--- config.mk ---
export PLATFORM = sky130hd
export DESIGN_NAME = hazard_ctrl
export DESIGN_NICKNAME = d
export VERILOG_FILES = /design/src/rtl/pipe_pkg.sv /design/src/rtl/fwd_unit.sv /design/src/rtl/hazard_ctrl.sv
export SDC_FILE = /design/constraint.sdc
export NUM_CORES = 1
export LEC_CHECK = 0
export CORE_MARGIN = 3
export CORE_UTILIZATION = 36
export CTS_CLUSTER_DIAMETER = 120
export DETAILED_ROUTE_END_ITERATION = 10
export GPL_TIMING_DRIVEN = 0
export PLACE_DENSITY_LB_ADDON = 0.12
export RECOVER_POWER = 50
export SLEW_MARGIN = 10
export SYNTH_ARGS = -nofsm -noshare
export SYNTH_HDL_FRONTEND = slang
export SYNTH_SLANG_ARGS = --single-unit
--- constraint.sdc ---
create_clock -name clk_i -period 2 [get_ports clk_i]
set_input_delay 0.4 -clock clk_i [delete_from_list [all_inputs] [get_ports clk_i]]
set_output_delay 0.4 -clock clk_i [all_outputs]
set_load 0.02 [all_outputs]
--- src/rtl/pipe_pkg.sv ---
// Shared encodings for the 5-stage RV32 pipeline.
//   PC_SEL_*  : EX next-PC select (anything but PC_SEL_ADD4 is a redirect)
//   WD_SEL_*  : writeback data select (WD_SEL_MEM marks a load)
//   FWD_*     : EX operand forwarding source
//   hz_state_t: hazard controller memory-wait FSM encoding
package pipe_pkg;

    localparam logic [1:0] PC_SEL_ADD4 = 2'd0;
    localparam logic [1:0] PC_SEL_BR   = 2'd1;
    localparam logic [1:0] PC_SEL_JAL  = 2'd2;
    localparam logic [1:0] PC_SEL_JALR = 2'd3;

    localparam logic [1:0] WD_SEL_ALU  = 2'd0;
    localparam logic [1:0] WD_SEL_MEM  = 2'd1;
    localparam logic [1:0] WD_SEL_PC4  = 2'd2;

    localparam logic [1:0] FWD_RF      = 2'd0;
    localparam logic [1:0] FWD_MEM     = 2'd1;
    localparam logic [1:0] FWD_WB      = 2'd2;

    typedef enum logic [1:0] {
        IDLE     = 2'd0,
        MEM_WAIT = 2'd1,
        TIMEOUT  = 2'd2
    } hz_state_t;

    // True when the instruction writes the register file with load data.
    function automatic logic is_load(input logic we, input logic [1:0] wd_sel);
        return we && (wd_sel == WD_SEL_MEM);
    endfunction

endpackage

--- src/rtl/fwd_unit.sv ---
// EX-stage forwarding select for one source operand (purely combinational).
// Ports:
//   ex_rf_ra_i  : EX source register address
//   mem_rf_we_i / mem_rf_wa_i : MEM-stage write enable / destination
//   wb_rf_we_i  / wb_rf_wa_i  : WB-stage write enable / destination
//   fwd_sel_o   : FWD_RF, FWD_MEM or FWD_WB
module fwd_unit
    import pipe_pkg::*;
(
    input  logic [4:0] ex_rf_ra_i,
    input  logic       mem_rf_we_i,
    input  logic [4:0] mem_rf_wa_i,
    input  logic       wb_rf_we_i,
    input  logic [4:0] wb_rf_wa_i,
    output logic [1:0] fwd_sel_o
);

    // MEM holds the younger result, so it wins over WB. x0 is never forwarded.
    always_comb begin
        fwd_sel_o = FWD_RF;
        if (mem_rf_we_i && (mem_rf_wa_i != 5'd0) && (mem_rf_wa_i == ex_rf_ra_i)) begin
            fwd_sel_o = FWD_MEM;
        end else if (wb_rf_we_i && (wb_rf_wa_i != 5'd0) && (wb_rf_wa_i == ex_rf_ra_i)) begin
            fwd_sel_o = FWD_WB;
        end
    end

endmodule

--- src/rtl/hazard_ctrl.sv ---
// Pipeline hazard controller for the 5-stage RV32 core.
// Generates stall/flush controls for PC, IF/ID, ID/EX, EX/MEM and MEM/WB, EX operand
// forwarding selects, and a watchdog on outstanding data-memory accesses.
// Ports:
//   clk_i, rstn_i                 : clock, asynchronous active-low reset
//   id_rf_ra{0,1}_i, id_rf_re{0,1}_i : ID source addresses / read enables
//   ex_rf_ra{0,1}_i               : EX source addresses (forwarding)
//   ex_rf_wa_i, ex_rf_we_i, ex_rf_wd_sel_i : EX destination info (load detection)
//   ex_pc_sel_i                   : EX next-PC select (redirect detection)
//   mem_rf_*_i, wb_rf_*_i         : MEM/WB destination info (forwarding)
//   mem_dm_acc_i, dm_ready_i      : MEM data access handshake
//   stall_*_o, flush_*_o          : per-register hold / bubble controls
//   fwd_sel{0,1}_o                : EX operand forwarding selects
//   mem_timeout_o                 : sticky watchdog error
// Optional build macro HAZARD_PERF_EN adds saturating counters perf_stall_cyc_o,
// perf_loaduse_o and perf_redirect_o (CNT_W bits each).
module hazard_ctrl
    import pipe_pkg::*;
#(
    parameter int unsigned WAIT_MAX = 16,
    parameter int unsigned CNT_W    = 32
) (
    input  logic             clk_i,
    input  logic             rstn_i,
    input  logic [4:0]       id_rf_ra0_i,
    input  logic [4:0]       id_rf_ra1_i,
    input  logic             id_rf_re0_i,
    input  logic             id_rf_re1_i,
    input  logic [4:0]       ex_rf_ra0_i,
    input  logic [4:0]       ex_rf_ra1_i,
    input  logic [4:0]       ex_rf_wa_i,
    input  logic             ex_rf_we_i,
    input  logic [1:0]       ex_rf_wd_sel_i,
    input  logic [1:0]       ex_pc_sel_i,
    input  logic [4:0]       mem_rf_wa_i,
    input  logic             mem_rf_we_i,
    input  logic [4:0]       wb_rf_wa_i,
    input  logic             wb_rf_we_i,
    input  logic             mem_dm_acc_i,
    input  logic             dm_ready_i,
    output logic             stall_pc_o,
    output logic             stall_if_id_o,
    output logic             stall_id_ex_o,
    output logic             stall_ex_mem_o,
    output logic             stall_mem_wb_o,
    output logic             flush_if_id_o,
    output logic             flush_id_ex_o,
    output logic             flush_ex_mem_o,
    output logic             flush_mem_wb_o,
    output logic [1:0]       fwd_sel0_o,
    output logic [1:0]       fwd_sel1_o,
    output logic             mem_timeout_o
`ifdef HAZARD_PERF_EN
    ,
    output logic [CNT_W-1:0] perf_stall_cyc_o,
    output logic [CNT_W-1:0] perf_loaduse_o,
    output logic [CNT_W-1:0] perf_redirect_o
`endif
);

    localparam int unsigned WcW = $clog2(WAIT_MAX + 1);

    if (WAIT_MAX < 1) begin : g_bad_wait_max
        $error("WAIT_MAX must be at least 1");
    end
    if (CNT_W < 1) begin : g_bad_cnt_w
        $error("CNT_W must be at least 1");
    end

    hz_state_t          state_q, state_d;
    logic [WcW-1:0]     wait_cnt_q, wait_cnt_d;
    logic               timeout_q, timeout_d;

    logic               mem_busy;
    logic               redirect;
    logic               load_use;
    logic               redirect_fire;
    logic               load_use_fire;
    logic [1:0]         fwd0, fwd1;

    // ---------------------------------------------------------------- memory-wait FSM
    always_ff @(posedge clk_i or negedge rstn_i) begin
        if (!rstn_i) begin
            state_q    <= IDLE;
            wait_cnt_q <= '0;
            timeout_q  <= 1'b0;
        end else begin
            state_q    <= state_d;
            wait_cnt_q <= wait_cnt_d;
            timeout_q  <= timeout_d;
        end
    end

    always_comb begin
        state_d    = state_q;
        wait_cnt_d = wait_cnt_q;
        timeout_d  = timeout_q;
        case (state_q)
            IDLE: begin
                if (mem_dm_acc_i && !dm_ready_i) begin
                    state_d    = MEM_WAIT;
                    wait_cnt_d = WcW'(1);
                end
            end
            MEM_WAIT: begin
                if (dm_ready_i) begin
                    state_d    = IDLE;
                    wait_cnt_d = '0;
                end else if (wait_cnt_q == WcW'(WAIT_MAX)) begin
                    state_d   = TIMEOUT;
                    timeout_d = 1'b1;
                end else begin
                    wait_cnt_d = wait_cnt_q + WcW'(1);
                end
            end
            TIMEOUT: begin
                // Only reset leaves TIMEOUT.
            end
            default: begin
                state_d    = IDLE;
                wait_cnt_d = '0;
            end
        endcase
    end

    // Busy uses this cycle's dm_ready, so the very first wait cycle already stalls.
    always_comb begin
        mem_busy = 1'b0;
        case (state_q)
            IDLE:     mem_busy = mem_dm_acc_i && !dm_ready_i;
            MEM_WAIT: mem_busy = !dm_ready_i;
            TIMEOUT:  mem_busy = 1'b1;
            default:  mem_busy = 1'b0;
        endcase
    end

    assign mem_timeout_o = timeout_q;

    // ---------------------------------------------------------------- hazard detection
    assign redirect = (ex_pc_sel_i != PC_SEL_ADD4);
    assign load_use = is_load(ex_rf_we_i, ex_rf_wd_sel_i) && (ex_rf_wa_i != 5'd0) &&
                      ((id_rf_re0_i && (id_rf_ra0_i == ex_rf_wa_i)) ||
                       (id_rf_re1_i && (id_rf_ra1_i == ex_rf_wa_i)));

    // Events actually acted on this cycle after priority resolution.
    assign redirect_fire = rstn_i && !mem_busy && redirect;
    assign load_use_fire = rstn_i && !mem_busy && !redirect && load_use;

    always_comb begin
        stall_pc_o     = 1'b0;
        stall_if_id_o  = 1'b0;
        stall_id_ex_o  = 1'b0;
        stall_ex_mem_o = 1'b0;
        stall_mem_wb_o = 1'b0;
        flush_if_id_o  = 1'b0;
        flush_id_ex_o  = 1'b0;
        flush_ex_mem_o = 1'b0;
        flush_mem_wb_o = 1'b0;
        if (!rstn_i) begin
            // Bubbles everywhere while held in reset.
            flush_if_id_o  = 1'b1;
            flush_id_ex_o  = 1'b1;
            flush_ex_mem_o = 1'b1;
            flush_mem_wb_o = 1'b1;
        end else if (mem_busy) begin
            // Freeze everything up to EX/MEM; MEM/WB takes a bubble so WB does not
            // retire the stalled access twice.
            stall_pc_o     = 1'b1;
            stall_if_id_o  = 1'b1;
            stall_id_ex_o  = 1'b1;
            stall_ex_mem_o = 1'b1;
            flush_mem_wb_o = 1'b1;
        end else if (redirect) begin
            flush_if_id_o  = 1'b1;
            flush_id_ex_o  = 1'b1;
        end else if (load_use) begin
            stall_pc_o     = 1'b1;
            stall_if_id_o  = 1'b1;
            flush_id_ex_o  = 1'b1;
        end
    end

    // ---------------------------------------------------------------- forwarding
    fwd_unit u_fwd0 (
        .ex_rf_ra_i  (ex_rf_ra0_i),
        .mem_rf_we_i (mem_rf_we_i),
        .mem_rf_wa_i (mem_rf_wa_i),
        .wb_rf_we_i  (wb_rf_we_i),
        .wb_rf_wa_i  (wb_rf_wa_i),
        .fwd_sel_o   (fwd0)
    );

    fwd_unit u_fwd1 (
        .ex_rf_ra_i  (ex_rf_ra1_i),
        .mem_rf_we_i (mem_rf_we_i),
        .mem_rf_wa_i (mem_rf_wa_i),
        .wb_rf_we_i  (wb_rf_we_i),
        .wb_rf_wa_i  (wb_rf_wa_i),
        .fwd_sel_o   (fwd1)
    );

    assign fwd_sel0_o = rstn_i ? fwd0 : FWD_RF;
    assign fwd_sel1_o = rstn_i ? fwd1 : FWD_RF;

`ifdef HAZARD_PERF_EN
    // ---------------------------------------------------------------- perf counters
    logic [CNT_W-1:0] perf_stall_q, perf_loaduse_q, perf_redirect_q;

    always_ff @(posedge clk_i or negedge rstn_i) begin
        if (!rstn_i) begin
            perf_stall_q    <= '0;
            perf_loaduse_q  <= '0;
            perf_redirect_q <= '0;
        end else begin
            if (stall_pc_o && (perf_stall_q != '1)) begin
                perf_stall_q <= perf_stall_q + CNT_W'(1);
            end
            if (load_use_fire && (perf_loaduse_q != '1)) begin
                perf_loaduse_q <= perf_loaduse_q + CNT_W'(1);
            end
            if (redirect_fire && (perf_redirect_q != '1)) begin
                perf_redirect_q <= perf_redirect_q + CNT_W'(1);
            end
        end
    end

    assign perf_stall_cyc_o = perf_stall_q;
    assign perf_loaduse_o   = perf_loaduse_q;
    assign perf_redirect_o  = perf_redirect_q;
`else
    logic unused_fire;
    assign unused_fire = redirect_fire ^ load_use_fire;
`endif

endmodule

==> metrics.txt, run 1 <==
status=finished, violations left; standard-cell row count=17; floorplan die width=57.1 um; total wire length=3.15 mm; sequential fraction of design power=0.299; clock network latency to the later pin of the worst-skew pair=250 ps; number of nets produced by synthesis=157; Fin Setup TNS=-522 ps; fraction of the yosys area taken by sequential cells=0.213; total overflow reported by the global router=0; worst rel slew slack=0.655; Gate power share=0.502; antenna diode count=0; chain of cells forming the critical path=buf_8 > or4_4 > o21ai_4 > nor4_4 > nor4_4 > buf_4; critical path endpoint category=output pin; IO Pins=62; minimum setup slack among reg-to-reg paths=320 ps; die footprint=0.00326 mm2; final worst clock skew=2.49 ps; number of CTS-inserted buffers=3; number of antenna violations at the first check in global routing=0; violated checks=negative setup slack; clock net sink count=8; FF+latch area=201 um2; gpl congestion=0.765; first drt pass iteration count=4; share of post-route cells with drive strength above 1=0.478; commonest non-fill, non-tap cell in the layout=sky130_fd_sc_hd__xor2_1; YS warnings=0; DR DRC count=0; critical register-to-register path startpoint=wait_cnt_q[0]; Iter 0 DRT Violations=18; critical path fanouts, max=2; area of all placed cells without fillers=0.00173 mm2; Final Slew Violations=0; H-tree depth=1; Hold Path Depth=1; library cell used as clock root buffer=sky130_fd_sc_hd__clkbuf_4; final antenna-violating net count=0; total via count in the routed design=1041; final total power=622 uW; required time of the critical path=1600 ps; Initial Utilization=0.401; Switching Share=0.350; average via count per standard cell=5.05; crit path time final=2110 ps; IO buf count=60; fraction of synthesis flops using an asynchronous set or reset pin=1.00; number of enable flip-flop cells after synthesis=0; cell with the biggest individual delay on the critical path=sky130_fd_sc_hd__or4_4; number of distinct library cells after synthesis=36; Worst Max-Slew Pin Slew=517 ps; average wire per cell in the routed design=15.3 um; length in cells of the worst reg-to-reg path=5; final count of negative-setup-slack endpoints=6; total of fill cells in the finished design=182; area growth from synthesis to layout=83.9%; total global-route track usage=0.193; total number of nets in the final design=230; placeable core region=0.00234 mm2; count of mapped cells out of synthesis=107; most common cell type on the critical path=sky130_fd_sc_hd__nor4_4; worst hold path endpoint=mem_timeout_o; worst path arrival time=1710 ps; peak per-stage delay on the critical path=540 ps; chip height=57.1 um; endpoint of the worst register-to-register path=wait_cnt_q[1]; post-detailed-placement cell area=0.00161 mm2; net switching power=218 uW; area occupied by multi-input gates=873 um2; per-instance average area after synthesis=8.77 um2; path type of the worst min-delay path=reg -> reg; vias in the first global route=1095; number of maximum-capacitance constraint violations=0; worst setup margin=-114 ps; final hold violation count=0; Post-Synthesis Cell Area=938 um2; Worst VDD drop=0.435 mV; clock tree from TritonCTS=done; sum of net half-perimeters after detailed placement=2.40 mm; clock-pin slew of the registers on the worst-case setup and hold paths=50 ps; Highest Clock Rate=473 MHz; top library cells by usage in the layout, fill and taps aside=sky130_fd_sc_hd__xor2_1 (24), sky130_fd_sc_hd__buf_4 (14), sky130_fd_sc_hd__clkbuf_2 (12), sky130_fd_sc_hd__buf_2 (12); type of origin of the critical path=input pin; worst hold path startpoint=mem_timeout_o; maximum clock path buffer count=2; cell leakage power=0.795 nW; part of the cycle the worst path needs=1.06; number of synthesized register bits=8; global-route wire length before repair=5.04 mm; clock network fraction of design power=0.198; power density cells=360 mW/mm2; CP Class=in -> out; unrepaired setup endpoints after global routing=true; internal power summed over all cells=404 uW; maximum number of pins on one net before global-route repair=17; flip-flop cell with the highest count after synthesis=sky130_fd_sc_hd__dfrtp_1; dpl ws=-1410 ps; hold slack=465 ps
[cell families after synthesis]
logic type / Yosys count / share of synthesized area
buffers and inverters: 9 / 0.0480
adders and majority gates: 2 / 0.0267
xor gates and xnor gates: 32 / 0.299
other: 1 / 0.00400
and+or+nand+nor: 37 / 0.247
AOI/OAI and AO/OA: 14 / 0.117
muxes: 4 / 0.0453
DFF: 8 / 0.213
[worst max-delay path by stage]
stage | start | to | cells past startpoint
2_1_floorplan | ex_rf_wa_i[3] | stall_pc_o | 5
3_3_place_gp | rstn_i | fwd_sel1_o[1] | 5
3_5_place_dp | rstn_i | fwd_sel0_o[1] | 5
4_1_cts | mem_rf_wa_i[4] | fwd_sel1_o[1] | 6
5_1_grt | mem_rf_wa_i[4] | fwd_sel1_o[1] | 6
6_report | mem_rf_wa_i[4] | fwd_sel1_o[1] | 6
[critical path: cells and delay by family]
| kind | cells | cell delay [ps] |
|---|---|---|
| compound gates | 1 | 180 |
| buf+inv | 2 | 270 |
| simple gates | 3 | 860 |
[through the flow]
step / utilization / cells
finish: 0.737 / 206
global route: 0.737 / 206
floorplan: - / 107
global placement: 0.688 / 195
detailed placement: 0.688 / 195
CTS: 0.716 / 204
[metal layers]
layer  track usage  part of all wire  up-vias
li1              -                 -      522
met1         0.226              0.39      467
met2         0.351              0.53       48
met3        0.0498             0.074        4
met4        0.0430             0.013        0
met5             0                 0        -
[Yosys cell counts (all sizes together) (2+ instances only)]
library cell,instances,share of area
xnor2,8,0.075
nor4,6,0.053
ha,2,0.027
dfrtp,8,0.21
buf,3,0.024
nand3,3,0.016
and2,3,0.023
mux2i,2,0.021
inv,5,0.020
xor2,24,0.22
nor2,8,0.032
nand2,4,0.016
nand2b,3,0.020
or4,5,0.044
a32o,2,0.021
o21ai,3,0.020
mux2,2,0.024
o2111ai,2,0.019
[sequential cells by signal, indices dropped and copies added (netlist names)]
name	flops
wait_cnt_q	5
state_q	2
mem_timeout_o	1
[power groups by stage]
| stage | logic, mW | clock network [mW] | registers [mW] |
|---|---|---|---|
| 2_1_floorplan | 0.134 | 0 | 0.184 |
| 3_3_place_gp | 0.283 | 0 | 0.186 |
| 3_5_place_dp | 0.291 | 0 | 0.187 |
| 4_1_cts | 0.290 | 0.128 | 0.185 |
| 5_1_grt | 0.339 | 0.143 | 0.188 |
| 6_report | 0.312 | 0.123 | 0.186 |
[area by class of cell]
type | count | share of cell area
buffer | 4 | 0.0152
clock buffer | 3 | 0.0131
inverter | 5 | 0.0109
multi-input combinational | 90 | 0.506
sequential | 8 | 0.117
tap | 28 | 0.0203
timing repair buffer | 68 | 0.318
[repair_timing]
action / in CTS / in global routing
setup buffers: 6 / 1
gates resized for setup: 170 / 57
endpoints found under the hold margin: 0 / 8
pin swaps: 32 / 21
hold buffers: 0 / 1
endpoints found under the setup margin: 12 / 10
(Power assumes the default switching activity.)
==> run 2: changes to the inputs <==
CORE_UTILIZATION = 39   (was 36)
HOLD_SLACK_MARGIN = 0.12   (was default)
TNS_END_PERCENT = 1   (was default)
clock period = 2.7 ns   (was 2 ns; I/O delays follow)
==> run 2 against run 1 <==
The run now ends clean. Sequential power decreased by 27%. Sequential share of layout area is 0.24 points higher. Total power decreased by 29%. Hold slack got worse by 170 ps. Design area is 2.6% lower. Critical path depth unchanged. Final cell count shrank 3.9%. Global-route usage up 0.051 points.
==> metrics.txt, run 2 (synthesis gave the netlist of run 1 again) <==
DR DRC count=0; Fin Setup TNS=0 ps; worst path arrival time=2160 ps; total of fill cells in the finished design=159; final worst clock skew=1.42 ps; Post CTS Setup Buffer Count=0; dpl ws=-907 ps; share of post-route cells with drive strength above 1=0.194; critical path endpoint category=output pin; area occupied by multi-input gates=772 um2; clock-pin slew of the registers on the worst-case setup and hold paths=50 ps; cell leakage power=0.819 nW; post-detailed-placement cell area=0.00158 mm2; total wire length=3.05 mm; antenna diode count=0; total via count in the routed design=1024; Highest Clock Rate=371 MHz; area growth from synthesis to layout=79.1%; number of antenna violations at the first check in global routing=0; IO Pins=62; total number of nets in the final design=222; maximum number of pins on one net before global-route repair=17; FF+latch area=200 um2; Initial Utilization=0.416; crit path time final=2700 ps; clock network latency to the later pin of the worst-skew pair=240 ps; cell family with the largest share of critical-path delay=simple AND/OR/NAND/NOR gates; cell with the biggest individual delay on the critical path=sky130_fd_sc_hd__or4_4; final hold violation count=0; standard-cell row count=17; required time of the critical path=2160 ps; hold bufs inserted after CTS=0; commonest non-fill, non-tap cell in the layout=sky130_fd_sc_hd__clkdlybuf4s50_1; chip height=55.1 um; total overflow reported by the global router=0; minimum setup slack among reg-to-reg paths=1000 ps; vias in the first global route=960; status=completed; part of the cycle the worst path needs=0.999; die footprint=0.00303 mm2; average via count per standard cell=5.17; power density cells=261 mW/mm2; CP Class=in -> out; H-tree depth=1; final antenna-violating net count=0; worst rel slew slack=0.659; area of all placed cells without fillers=0.00168 mm2; chain of cells forming the critical path=dlygate4sd2_1 > or4_4 > o21ai_4 > nor4_4 > nor4_2 > buf_4; flip-flop count of the largest register after layout=5; clock tree from TritonCTS=done; Worst VDD drop=0.347 mV; number of CTS-inserted buffers=3; floorplan die width=55.1 um; final count of negative-setup-slack endpoints=0; sum of net half-perimeters after detailed placement=2.38 mm; Final Slew Violations=0; IO buf count=60; library cell used as clock root buffer=sky130_fd_sc_hd__clkbuf_4; number of maximum-capacitance constraint violations=0; type of origin of the critical path=input pin; total global-route track usage=0.194; clock net sink count=8; Layout Utilization=0.745; Worst Max-Slew Pin Slew=510 ps; unrepaired setup endpoints after global routing=true; Reg with most FFs=wait_cnt_q; peak per-stage delay on the critical path=550 ps; worst setup margin=3.09 ps; path type of the worst min-delay path=in -> async; first drt pass iteration count=4; global-route wire length before repair=4.42 mm; number of buffer and inverter instances along the worst setup path=2; placeable core region=0.00225 mm2; average wire per cell in the routed design=15.4 um; top library cells by usage in the layout, fill and taps aside=sky130_fd_sc_hd__clkdlybuf4s50_1 (25), sky130_fd_sc_hd__xor2_1 (24), sky130_fd_sc_hd__dlymetal6s2s_1 (15); Iter 0 DRT Violations=7; maximum clock path buffer count=2; critical path fanouts, max=3; gpl congestion=0.764
==> run 2: final timing paths <==
kind                                start  cells past startpoint             to
min reg2reg                 mem_timeout_o                      1  mem_timeout_o
max in group asynchronous          rstn_i                      1     state_q[0]
max                        mem_rf_wa_i[1]                      6  fwd_sel1_o[1]
min                                rstn_i                      1  wait_cnt_q[1]
max reg2reg                 wait_cnt_q[0]                      5  wait_cnt_q[1]
min in group clk_i          mem_timeout_o                      1  mem_timeout_o
==> run 2: power by group <==
group          total [mW]  switching, mW  internal, mW
Clock              0.0881         0.0375        0.0507
Combinational       0.215         0.0999         0.115
Sequential          0.136        0.00820         0.128
Total               0.439          0.146         0.294
==> run 2: metal layers <==
metal	part of all wire	routed length, um	GRT usage	vias up
li1	-	-	-	506
met1	0.44	1350	0.256	475
met2	0.47	1440	0.343	41
met3	0.080	243	0.0161	2
met4	0.0049	15	0.0364	0
met5	0	0	0	-
==> run 2: repair_timing <==
| item | 4_1_cts | 5_1_grt |
|---|---|---|
| pin swaps | 1 | 6 |
| setup endpoints to repair | 11 | 8 |
| gates resized for setup | 42 | 34 |
==> run 2: area by class of cell <==
class                   count  share of cell area
inverters                   5              0.0112
clock buffers               3              0.0134
well taps                  28              0.0208
repair buffers             60               0.360
multi-input cells          90               0.459
plain buffers               4              0.0156
flip-flops and latches      8               0.119
==> run 2: metrics by stage <==
stage / hold slack, ps / std cells / total power [mW]
2_1_floorplan: 244 / 107 / 0.230
3_3_place_gp: 450 / 195 / 0.343
3_5_place_dp: 454 / 195 / 0.348
4_1_cts: 298 / 198 / 0.435
5_1_grt: 285 / 198 / 0.466
6_report: 293 / 198 / 0.439
